**src/rtl/dadd_burst_gen.sv**
```systemverilog
`default_nettype none
// ============================================================================
// Module      : dadd_burst_gen
// Description : Generates a burst of beats. Each beat carries incrementing
//               data (seed + k*data_incr) and an incrementing address
//               (base_addr + k*bytes-per-beat). Supports abort, a one-cycle
//               done pulse on normal completion, and, when the macro
//               DADD_GEN_GAP_EN is defined, programmable idle gaps between
//               beats.
// Options     : DADD_GEN_GAP_EN - adds the gap_cycles port and the GAP state.
// Revision    : 1.0 - initial release
// ============================================================================
module dadd_burst_gen #(
    parameter int LOC_AWIDTH = 32,
    parameter int LOC_DWIDTH = 32
) (
    input  logic                  clk,
    input  logic                  rst_n,
    input  logic                  start,
    input  logic                  abort,
    input  logic [LOC_AWIDTH-1:0] base_addr,
    input  logic [15:0]           burst_len,
    input  logic [LOC_DWIDTH-1:0] seed,
    input  logic [7:0]            data_incr,
`ifdef DADD_GEN_GAP_EN
    input  logic [3:0]            gap_cycles,
`endif
    output logic                  dadd_in_en,
    output logic [LOC_DWIDTH-1:0] dadd_in,
    output logic [LOC_AWIDTH-1:0] dadd_in_addr,
    output logic                  busy,
    output logic                  done
);

    // Address advance per beat: one beat is LOC_DWIDTH/8 bytes wide.
    localparam logic [LOC_AWIDTH-1:0] c_addr_step = LOC_AWIDTH'(LOC_DWIDTH / 8);

    // The state names the cycle currently being presented on the outputs:
    // SEND means a beat is on the bus right now.
`ifdef DADD_GEN_GAP_EN
    typedef enum logic [1:0] {
        ST_IDLE = 2'd0,
        ST_SEND = 2'd1,
        ST_DONE = 2'd2,
        ST_GAP  = 2'd3
    } state_t;
`else
    typedef enum logic [1:0] {
        ST_IDLE = 2'd0,
        ST_SEND = 2'd1,
        ST_DONE = 2'd2
    } state_t;
`endif

    state_t                  state_q, state_d;
    logic                    en_q, en_d;
    logic [LOC_DWIDTH-1:0]   data_q, data_d;
    logic [LOC_AWIDTH-1:0]   addr_q, addr_d;
    logic [7:0]              incr_q, incr_d;
    logic [15:0]             left_q, left_d;     // beats remaining, including the one on the bus
    logic                    busy_q, busy_d;
    logic                    done_q, done_d;
`ifdef DADD_GEN_GAP_EN
    logic [3:0]              gap_q, gap_d;       // latched gap length
    logic [3:0]              gcnt_q, gcnt_d;     // idle cycles left in the current gap
`endif

    logic                    w_next_beat;
    logic [LOC_DWIDTH-1:0]   w_data_next;
    logic [LOC_AWIDTH-1:0]   w_addr_next;

    // Following beat is derived from the beat last presented; the output
    // registers hold between beats so they double as the running values.
    assign w_data_next = data_q + LOC_DWIDTH'(incr_q);
    assign w_addr_next = addr_q + c_addr_step;

    // State register and registered outputs.
    always_ff @(posedge clk or negedge rst_n) begin
        if (!rst_n) begin
            state_q <= ST_IDLE;
            en_q    <= 1'b0;
            data_q  <= '0;
            addr_q  <= '0;
            incr_q  <= '0;
            left_q  <= '0;
            busy_q  <= 1'b0;
            done_q  <= 1'b0;
`ifdef DADD_GEN_GAP_EN
            gap_q   <= '0;
            gcnt_q  <= '0;
`endif
        end else begin
            state_q <= state_d;
            en_q    <= en_d;
            data_q  <= data_d;
            addr_q  <= addr_d;
            incr_q  <= incr_d;
            left_q  <= left_d;
            busy_q  <= busy_d;
            done_q  <= done_d;
`ifdef DADD_GEN_GAP_EN
            gap_q   <= gap_d;
            gcnt_q  <= gcnt_d;
`endif
        end
    end

    // Next-state and next-output decode; outputs follow the next state so
    // they are registered yet line up with it.
    always_comb begin
        state_d     = state_q;
        en_d        = 1'b0;
        data_d      = data_q;
        addr_d      = addr_q;
        incr_d      = incr_q;
        left_d      = left_q;
        w_next_beat = 1'b0;
`ifdef DADD_GEN_GAP_EN
        gap_d       = gap_q;
        gcnt_d      = gcnt_q;
`endif

        case (state_q)
            ST_IDLE: begin
                // Abort has priority over a simultaneous start.
                if (start && !abort) begin
                    incr_d = data_incr;
                    left_d = burst_len;
`ifdef DADD_GEN_GAP_EN
                    gap_d  = gap_cycles;
`endif
                    if (burst_len == 16'd0) begin
                        state_d = ST_DONE;
                    end else begin
                        state_d = ST_SEND;
                        en_d    = 1'b1;
                        data_d  = seed;
                        addr_d  = base_addr;
                    end
                end
            end

            ST_SEND: begin
                // The beat already on the bus completes; abort only stops
                // the ones that would follow.
                if (abort) begin
                    state_d = ST_IDLE;
                end else if (left_q == 16'd1) begin
                    state_d = ST_DONE;
                end else begin
                    left_d = left_q - 16'd1;
`ifdef DADD_GEN_GAP_EN
                    if (gap_q != 4'd0) begin
                        state_d = ST_GAP;
                        gcnt_d  = gap_q;
                    end else begin
                        w_next_beat = 1'b1;
                    end
`else
                    w_next_beat = 1'b1;
`endif
                end
            end

`ifdef DADD_GEN_GAP_EN
            ST_GAP: begin
                if (abort) begin
                    state_d = ST_IDLE;
                end else if (gcnt_q == 4'd1) begin
                    w_next_beat = 1'b1;
                end else begin
                    gcnt_d = gcnt_q - 4'd1;
                end
            end
`endif

            ST_DONE: begin
                state_d = ST_IDLE;
            end

            default: begin
                state_d = ST_IDLE;
            end
        endcase

        if (w_next_beat) begin
            state_d = ST_SEND;
            en_d    = 1'b1;
            data_d  = w_data_next;
            addr_d  = w_addr_next;
        end

        busy_d = (state_d != ST_IDLE);
        done_d = (state_d == ST_DONE);
    end

    assign dadd_in_en   = en_q;
    assign dadd_in      = data_q;
    assign dadd_in_addr = addr_q;
    assign busy         = busy_q;
    assign done         = done_q;

endmodule
`default_nettype wire

```
**config.mk**
```make
export PLATFORM = sky130hd
export DESIGN_NAME = dadd_burst_gen
export DESIGN_NICKNAME = d
export VERILOG_FILES = /design/src/rtl/dadd_burst_gen.sv
export SDC_FILE = /design/constraint.sdc
export NUM_CORES = 1
export LEC_CHECK = 0
export ABC_AREA = 0
export CORE_MARGIN = 2
export CORE_UTILIZATION = 49
export DETAILED_ROUTE_END_ITERATION = 8
export GPL_ROUTABILITY_DRIVEN = 0
export MAX_ROUTING_LAYER = met4
export PLACE_DENSITY = 0.88
export SLEW_MARGIN = 20
export SYNTH_ARGS = -nofsm -noshare
export SYNTH_HDL_FRONTEND = slang
export SYNTH_SLANG_ARGS = --single-unit
```
**constraint.sdc**
```tcl
create_clock -name clk -period 2.8 [get_ports clk]
set_input_delay 0.7 -clock clk [delete_from_list [all_inputs] [get_ports clk]]
set_output_delay 0.7 -clock clk [all_outputs]
set_load 0.005 [all_outputs]
```
Word level (Yosys, flattened, before mapping)

Cells that the tools add are included.

Bits in registers: 93
Input port bits: 92
Output and inout port bits: 67
Word-level logic and storage cells: 54

Add/sub/neg operators: 3
Equal/unequal tests: 7
Mux-type cells: 25
Reductions and logical operators: 11

Operator list:

| cell                                                                    | count |
|---|---|
| 32-bit two-way mux                                                      | 8 |
| 16-bit two-way mux                                                      | 3 |
| 32-bit by 3-bit adder with 32-bit output (second input constant)        | 1 |
| 32-bit by 8-bit adder with 32-bit output                                | 1 |
| 16-bit case mux with 2 select lines                                     | 1 |
| 16-bit by 1-bit equality test with 1-bit output (second input constant) | 1 |
| 16-bit logical NOT                                                      | 1 |
| 16-bit by 1-bit subtractor with 16-bit output (second input constant)   | 1 |
| 2-bit two-way mux                                                       | 5 |
| 2-bit != test (second input constant)                                   | 4 |
| 2-bit nonzero test                                                      | 4 |
| 1-bit two-way mux                                                       | 7 |
| 2-bit case mux with 2 select lines                                      | 1 |
| 4-bit AND reduction                                                     | 1 |
| 3-bit AND reduction                                                     | 1 |
| 2-bit by 1-bit equality test with 1-bit output (second input constant)  | 1 |
| 2-bit equality test (second input constant)                             | 1 |
| 2-bit logical NOT                                                       | 1 |
| 2-bit AND reduction                                                     | 1 |
| 1-bit logical AND                                                       | 1 |
| 1-bit logical NOT                                                       | 1 |

Logic depth before layout (Yosys ltp)

Gate-level depths: netlist of run 1.

Depth in word-level cells: 6
Depth in mapped cells: 10
Depth with buffers taken out: 8

Worst setup path after synthesis of run 1

No wires, ideal clock.

Path type: input to register
From: input port abort
To: register addr_q[31], in the netlist dadd_in_addr[31]
Library setup time: 139 ps
Data arrival time: 2,139 ps
Data required time: 2,661 ps
Path slack: 522 ps
Stages on the path: 5
Path buffers: 1
Cells stage by stage: or4b_1 -> a41o_1 -> clkbuf_1 -> and3_1 -> or4_1

Cells in the longest elaborated chain, start to end: 4
Elaborated cells on any way between the ends: 9
Those cells by class: eq/ne (1); mux (3); reduce/logical (5)

RTL lines:

| item                                                                        | line     | RTL |
|---|---|---|
| start, declared                                                             | 20       | `input logic abort,` |
| 1-bit two-way mux / 1-bit logical NOT (equally long branches)               | 146, 126 |  |
| 1-bit two-way mux / 1-bit logical AND (equally long branches)               | 123, 126 |  |
| 2-bit != test (no source line) / 2-bit nonzero test (equally long branches) | --       |  |
| 3-bit AND reduction (no source line)                                        | --       |  |
| end signal, assigned                                                        | 96       | `addr_q <= addr_d;` |
| end, declared                                                               | 58       | `logic [LOC_AWIDTH-1:0] addr_q, addr_d;` |

Parallel ways exist; a longest one is shown, timed or not.
A chain may end at the register's enable or synchronous reset.

Final worst setup path of run 1

From: register data_q[0], in the netlist dadd_in[0]
To: register data_q[30], in the netlist dadd_in[30]

Cells in the longest elaborated chain, start to end: 2

RTL lines:

| item                                     | line | RTL |
|---|---|---|
| start, declared                          | 57   | `logic [LOC_DWIDTH-1:0] data_q, data_d;` |
| start signal, assigned                   | 95   | `data_q <= data_d;` |
| 32-bit by 8-bit adder with 32-bit output | 74   | `assign w_data_next = data_q + LOC_DWIDTH'(incr_q);` |
| 32-bit two-way mux                       | 186  | `if (w_next_beat) begin` |

Every way passes these cells.

==> results of run 1 <==
state kept, by name (all words and copies together), names as in the netlist:
register and flops:
busy 1, dadd_in 32, dadd_in_addr 32, dadd_in_en 1
done 1, incr_q 8, left_q 16, state_q 2
logic make-up after synthesis:
logic type               after synthesis  share of synthesized area
buffers and inverters                 54                     0.0416
multiplexers                          16                     0.0282
XOR/XNOR                               6                    0.00906
AO/OA/AOI/OAI                        188                      0.250
AND/OR/NAND/NOR                      277                      0.243
adder cells (fa/ha/maj)               12                     0.0272
flip-flops                            93                      0.401
per-layer routing:
| metal | global-route usage | routed length [µm] | vias up |
|---|---|---|---|
| met5 | - | 0 | - |
| met4 | 0.0837 | 501 | 0 |
| met3 | 0.0434 | 1370 | 57 |
| met2 | 0.504 | 9530 | 355 |
| met1 | 0.375 | 7220 | 3041 |
| li1 | - | - | 2864 |
metrics by stage:
| step | setup TNS [ns] | cell area, µm² | util | worst slack, ns | power, mW |
|---|---|---|---|---|---|
| 2_1_floorplan | 0 | 5800 | - | 0.522 | 3.07 |
| 3_3_place_gp | -0.0171 | 7750 | 0.676 | -0.0171 | 4.03 |
| 3_5_place_dp | -0.755 | 7750 | 0.676 | -0.0706 | 4.13 |
| 4_1_cts | 0 | 8080 | 0.704 | 0.138 | 5.50 |
| 5_1_grt | 0 | 8110 | 0.707 | 0.0193 | 5.82 |
| 6_report | 0 | 8110 | 0.707 | 0.244 | 5.53 |
timing repair:
item	in CTS	in global routing
buffers inserted	0	2
setup endpoints to repair	0	4
gates resized for setup	0	1
layout by cell type, fill, tap and decap left out, types with 6 or more instances in the layout:
master	count
nand2_1	107
a21o_1	6
a22oi_1	6
nand4_1	16
buf_4	35
o311ai_0	27
clkbuf_16	9
o31ai_1	7
mux2i_1	13
o21ai_0	16
clkdlybuf4s50_1	157
or3_1	7
o21ai_1	6
a221o_1	11
nand3_1	34
inv_1	22
or4_1	11
nor4_1	13
and4_1	7
nor2_1	39
a21oi_1	18
nor3_1	14
ha_1	11
o211ai_1	26
and3_1	7
dfrtp_1	93
critical path, cell delays in order (launching register included):
cell      delay [ns]
dfrtp_1         0.41
ha_1            0.25
fa_1            0.43
a211oi_1        0.37
o211ai_1        0.27
and4_1          0.29
a221o_1         0.31
nor3_2          0.14
worst max-delay path by stage:
stage	endpoint	slack (ns)	cells after the start
floorplan	dadd_in_addr[31]$_DFFE_PN0P_	0.52	5
global placement	dadd_in_addr[2]$_DFFE_PN0P_	-0.02	8
detailed placement	dadd_in_addr[13]$_DFFE_PN0P_	-0.07	8
CTS	left_q[2]$_DFFE_PN0P_	0.14	7
global route	dadd_in[30]$_DFFE_PN0P_	0.02	7
finish	dadd_in[30]$_DFFE_PN0P_	0.24	7
cell usage after synthesis, drive strengths merged, types with 6 or more instances:
master	n	area, µm²
o31ai	7	52.6
a21o	6	45.0
o21ai	23	115
ha	11	138
clkbuf	9	33.8
a221o	11	110
nand4	16	100
or4	11	82.6
mux2i	13	130
nand3	35	188
nor3	16	90.1
nor2	41	164
and3	7	43.8
nor4	16	128
o311ai	31	272
o211ai	26	195
nand2	108	405
and4	7	61.3
buf	22	121
inv	23	86.3
dfrtp	93	2330
a22oi	6	45.0
a21oi	18	90.1
or3	7	43.8
final cells by class:
type                    instances  area (µm²)
clock buffers                  11         243
clock inverters                 5        83.8
fillers                       831        3360
inverters                      23        86.3
multi-input cells             499        3270
flip-flops and latches         93        2330
well taps                     143         179
repair buffers                196        1910
power by group through the flow:
| stage | registers [mW] | clock network [mW] | logic, mW |
|---|---|---|---|
| 2_1_floorplan | 2.06 | 0 | 1.01 |
| 6_report | 2.15 | 1.34 | 2.03 |
| 4_1_cts | 2.13 | 1.35 | 2.02 |
| 5_1_grt | 2.21 | 1.41 | 2.21 |
| 3_3_place_gp | 2.13 | 0 | 1.90 |
| 3_5_place_dp | 2.15 | 0 | 1.98 |
==> results.md, run 1 <==
* Status: complete, no violations
* Startpoint Class: flop
* Max cap viols at 0
* Comb power frac at 0.368
* Avg WL per Cell at 19.2 µm
* Vias at 6317
* Final worst path period need at 2.56 ns
* Clock group share of total power at 0.243
* Post-DRT Antenna Nets at 0
* Yosys warning count at 0
* Slew Viols, Final at 0
* Skew final at 0.00708 ns
* Die height at 113 µm
* Worst skew pair latency at 0.34 ns
* Synth async-reset ratio at 1.00
* # DRC at 0
* RSZ-0062 raised after global routing: false
* #FFs+latches synth at 93
* Placed cells at 952
* Hold slack final at 0.404 ns
* Data arrival, critical path at 2.82 ns
* DRT iter0 DRCs at 622
* CP startpoint: dadd_in[0]$_DFFE_PN0P_
* Clock-pin slew on the worst setup and hold paths at 0.07 ns
* Period utilisation layout at 0.913
* CTS tree: done
* Initial antenna violation count at 0
* DP Wirelength at 13400 µm
* Achievable Freq at 391 MHz
* Yosys cell types at 74
* Detailed Route WL at 18600 µm
* Min-delay worst type: in2async
* Fin cells at 970
* CP required at 3.06 ns
* Starting Density at 0.506
* Largest net degree at the start of global routing at 94
* Die area at 0.0127 mm²
* Clock sinks at 93
* Total grt overflow at 0
* Syn Inst Count at 646
* Hold_buf cts at 0
* Seq/Total Area, Yosys at 0.401
* Sw power at 1.95 mW
* Pleak at 3.17 nW
* Internal Power at 3.58 mW
* Share of layout cells above drive strength 1 at 0.0871
* Core area at 0.0115 mm²
* Sw frac at 0.353
* CP Max Fanout at 5
* Nets@finish at 926
* All-Layer GR Usage at 0.298
* DIE WIDTH at 113 µm
* Critical path type: reg2reg
* FF-to-FF Start: dadd_in[0]$_DFFE_PN0P_
* Area Growth Syn to Fin at 39.7%
* Row count at 39
* Mean area per synthesized cell at 8.98 µm²
* R2r endpoint: dadd_in[30]$_DFFE_PN0P_
* Inserted Clock Buffers at 9
* IO Pins at 159
* Synth Flop Type: dfrtp_1
* Number of iterations in the first detailed-routing pass at 5
* Longest Clk Path Bufs at 2
* Cell Area, Synth at 0.00580 mm²
* H-Tree Depth at 3
* Syn Nets at 750
* Diode count at 0
* Reg2Reg Setup Slack at 0.24 ns
* Routed vias/inst at 6.51
* First-pass GRT wire length at 30200 µm
* PwrDens at 682 mW/mm²
* Clock root cell: clkbuf_16
* Element type at the critical path end: flop
* EDFF count, synth at 0
* Reg2reg path depth at 7
* Port Buf Inserts at 158
* Final hold violations at 0
* Slew @ Worst Pin at 0.792 ns
* Vias in the first global route at 6145
* Rel. slew slack at 0.466
* Sequential Power Share at 0.389
* Final setup vio count at 0
* Peak supply drop at 459 µV
Note: power is estimated with default switching activity, not from simulation.
==> run 2: changes to the inputs <==
MAX_ROUTING_LAYER = default   (was met4)
==> run 2 against run 1 <==
Compared with the run above: via count rose by 0.60%; routed wire length barely moved; cell count did not move; hold slack got worse by 0.012 ns; clock skew rose by 0.0029 ns; setup slack got worse by 0.013 ns; critical path depth did not move; count of clock-buffer cells in the layout did not move.
==> results.md, run 2 (synthesis gave the netlist of run 1 again) <==
* Detailed Route WL at 18600 µm (about the same)
* Element type at the critical path end: flop
* Starting Density at 0.506 (unchanged)
* Row count at 39 (unchanged)
* IO Pins at 159 (unchanged)
* GRT met2 Usage at 0.505 (about the same)
* Inserted Clock Buffers at 9 (unchanged)
* Final hold violations at 0 (unchanged)
* Reg2Reg Setup Slack at 0.23 ns (about the same)
* Achievable Freq at 389 MHz (-0.51%)
* Fin cells at 970 (unchanged)
* Routed vias/inst at 6.55 (+0.60%)
* DIE WIDTH at 113 µm (unchanged)
* Die area at 0.0127 mm² (unchanged)
* Skew final at 0.0100 ns (+0.00292 ns)
* Pleak at 3.17 nW (unchanged)
* CTS tree: done
* Setup crit end: dadd_in[30]$_DFFE_PN0P_
* Met3 Track Usage GR at 0.0493 (+0.00589)
* Pre-CTS setup slack at -0.0706 ns (unchanged)
* RSZ-0062 raised after global routing: false
* Area Growth Syn to Fin at 39.7% (unchanged)
* Initial antenna violation count at 0 (unchanged)
* Commonest non-fill, non-tap cells in the layout: 157 x clkdlybuf4s50_1, 107 x nand2_1, 93 x dfrtp_1, 39 x nor2_1, 35 x buf_4
* Slew @ Worst Pin at 0.794 ns (+0.00122 ns)
* Placed cells at 952 (unchanged)
* Port Buf Inserts at 158 (unchanged)
* Vias in the first global route at 6162 (+0.28%)
* Post-DRT Antenna Nets at 0 (unchanged)
* Longest Clk Path Bufs at 2 (unchanged)
* CP Cell Sequence: ha_1 -> fa_1 -> a211oi_1 -> o211ai_1 -> and4_1 -> a221o_1 -> nor3_2
* DP Wirelength at 13400 µm (unchanged)
* All-Layer GR Usage at 0.289 (-0.00881)
* Register area at 0.00233 mm² (unchanged)
* Reg2reg path depth at 7 (unchanged)
* Final setup vio count at 0 (unchanged)
* PwrDens at 683 mW/mm² (+0.11%)
* Critical path type: reg2reg
* Slowest-stage cell, CP: fa_1
* Most common cell after layout, fill and taps aside: clkdlybuf4s50_1
* Clock root cell: clkbuf_16
* First-pass GRT wire length at 30200 µm (-0.14%)
* Status: complete, no violations
* Share of layout cells above drive strength 1 at 0.0871 (unchanged)
* H-Tree Depth at 3 (unchanged)
* CP required at 3.06 ns (about the same)
* Clock sinks at 93 (unchanged)
* Period utilisation layout at 0.918 (+0.00469)
* Rel. slew slack at 0.465 (-0.000820)
* Die height at 113 µm (unchanged)
* # DRC at 0 (unchanged)
* R2r endpoint: dadd_in[30]$_DFFE_PN0P_
* GRT met1 Usage at 0.370 (-0.00486)
* Largest net degree at the start of global routing at 94 (unchanged)
* Clock-pin slew on the worst setup and hold paths at 0.07 ns (about the same)
* Crit path largest cell delay at 0.43 ns (about the same)
* Min-delay worst type: in2async
* Final worst path period need at 2.57 ns (+0.0131 ns)
* Filler instances at 831 (unchanged)
* Total grt overflow at 0 (unchanged)
* Core area at 0.0115 mm² (unchanged)
* Nets@finish at 926 (unchanged)
* CP Max Fanout at 5 (unchanged)
* Final WS setup at 0.231 ns (-0.0131 ns)
* FF-to-FF Start: dadd_in[0]$_DFFE_PN0P_
* DRT iter0 DRCs at 532 (-14%)
* Avg WL per Cell at 19.2 µm (about the same)
* Data arrival, critical path at 2.83 ns (about the same)
* Worst skew pair latency at 0.34 ns (about the same)
* Startpoint Class: flop
* Vias at 6355 (+0.60%)
* Slew Viols, Final at 0 (unchanged)
* CP startpoint: dadd_in[0]$_DFFE_PN0P_
* Peak supply drop at 456 µV (-0.68%)
* Multi-input logic area at 0.00327 mm² (unchanged)
* Max cap viols at 0 (unchanged)
* Number of iterations in the first detailed-routing pass at 6 (+1)
* Pwr Total at 5.53 mW (+0.11%)
* Diode count at 0 (unchanged)
* Layer with the highest usage: met2
==> run 2: cell counts in the layout (fill, tap and decap cells not counted) <==
Identical to the previous run, type by type.
==> run 2: worst min path at each step <==
| stage | slack (ns) | from | end |
|---|---|---|---|
| final | 0.39 | rst_n | dadd_in[21]$_DFFE_PN0P_ |
| after detailed placement | 0.47 | incr_q[3]$_DFFE_PN0P_ | incr_q[3]$_DFFE_PN0P_ |
| after global routing | 0.43 | rst_n | dadd_in[16]$_DFFE_PN0P_ |
| after CTS | 0.43 | rst_n | dadd_in[14]$_DFFE_PN0P_ |
| after global placement | 0.46 | dadd_in_addr[1]$_DFFE_PN0P_ | dadd_in_addr[1]$_DFFE_PN0P_ |
| after floorplan | 0.40 | rst_n | busy$_DFF_PN0_ |
==> run 2: routing by layer <==
layer / share of wire / vias to the layer above / wire length (µm)
met5: 0 / - / 0
met3: 0.075 / 58 / 1400
met4: 0.025 / 0 / 467
li1: - / 2868 / -
met1: 0.39 / 3076 / 7250
met2: 0.51 / 353 / 9490
==> run 2: layout make-up <==
class	count	share of cell area
sequential	93	0.287
clock buffer	11	0.0299
multi-input combinational	499	0.404
tap	143	0.0221
clock inverter	5	0.0103
timing repair buffer	196	0.236
inverter	23	0.0107
==> run 2: timing repair <==
action,4_1_cts,5_1_grt
hold buffers,0,0
setup buffers,0,2
gates resized for setup,0,1
endpoints found under the setup margin,0,4
==> run 2: power breakdown <==
group / total (mW) / switching [mW] / internal (mW)
logic: 2.04 / 0.945 / 1.09
clock network: 1.35 / 0.537 / 0.809
registers: 2.15 / 0.474 / 1.68
==> run 2: critical path: cells and delay by family (launching register included) <==
kind                     cells  cell delay, ns
AND/OR/NAND/NOR              2            0.43
AO/OA/AOI/OAI                3            0.96
flip-flops                   1            0.42
adder cells (fa/ha/maj)      2            0.68
==> run 2: per-stage QoR <==
step / hold WS [ns] / TNS [ns] / utilization / instance area (µm²)
floorplan: 0.404 / 0 / - / 5800
global placement: 0.460 / -0.0171 / 0.676 / 7750
detailed placement: 0.469 / -0.755 / 0.676 / 7750
CTS: 0.435 / 0 / 0.704 / 8080
global route: 0.433 / 0 / 0.707 / 8110
finish: 0.393 / 0 / 0.707 / 8110
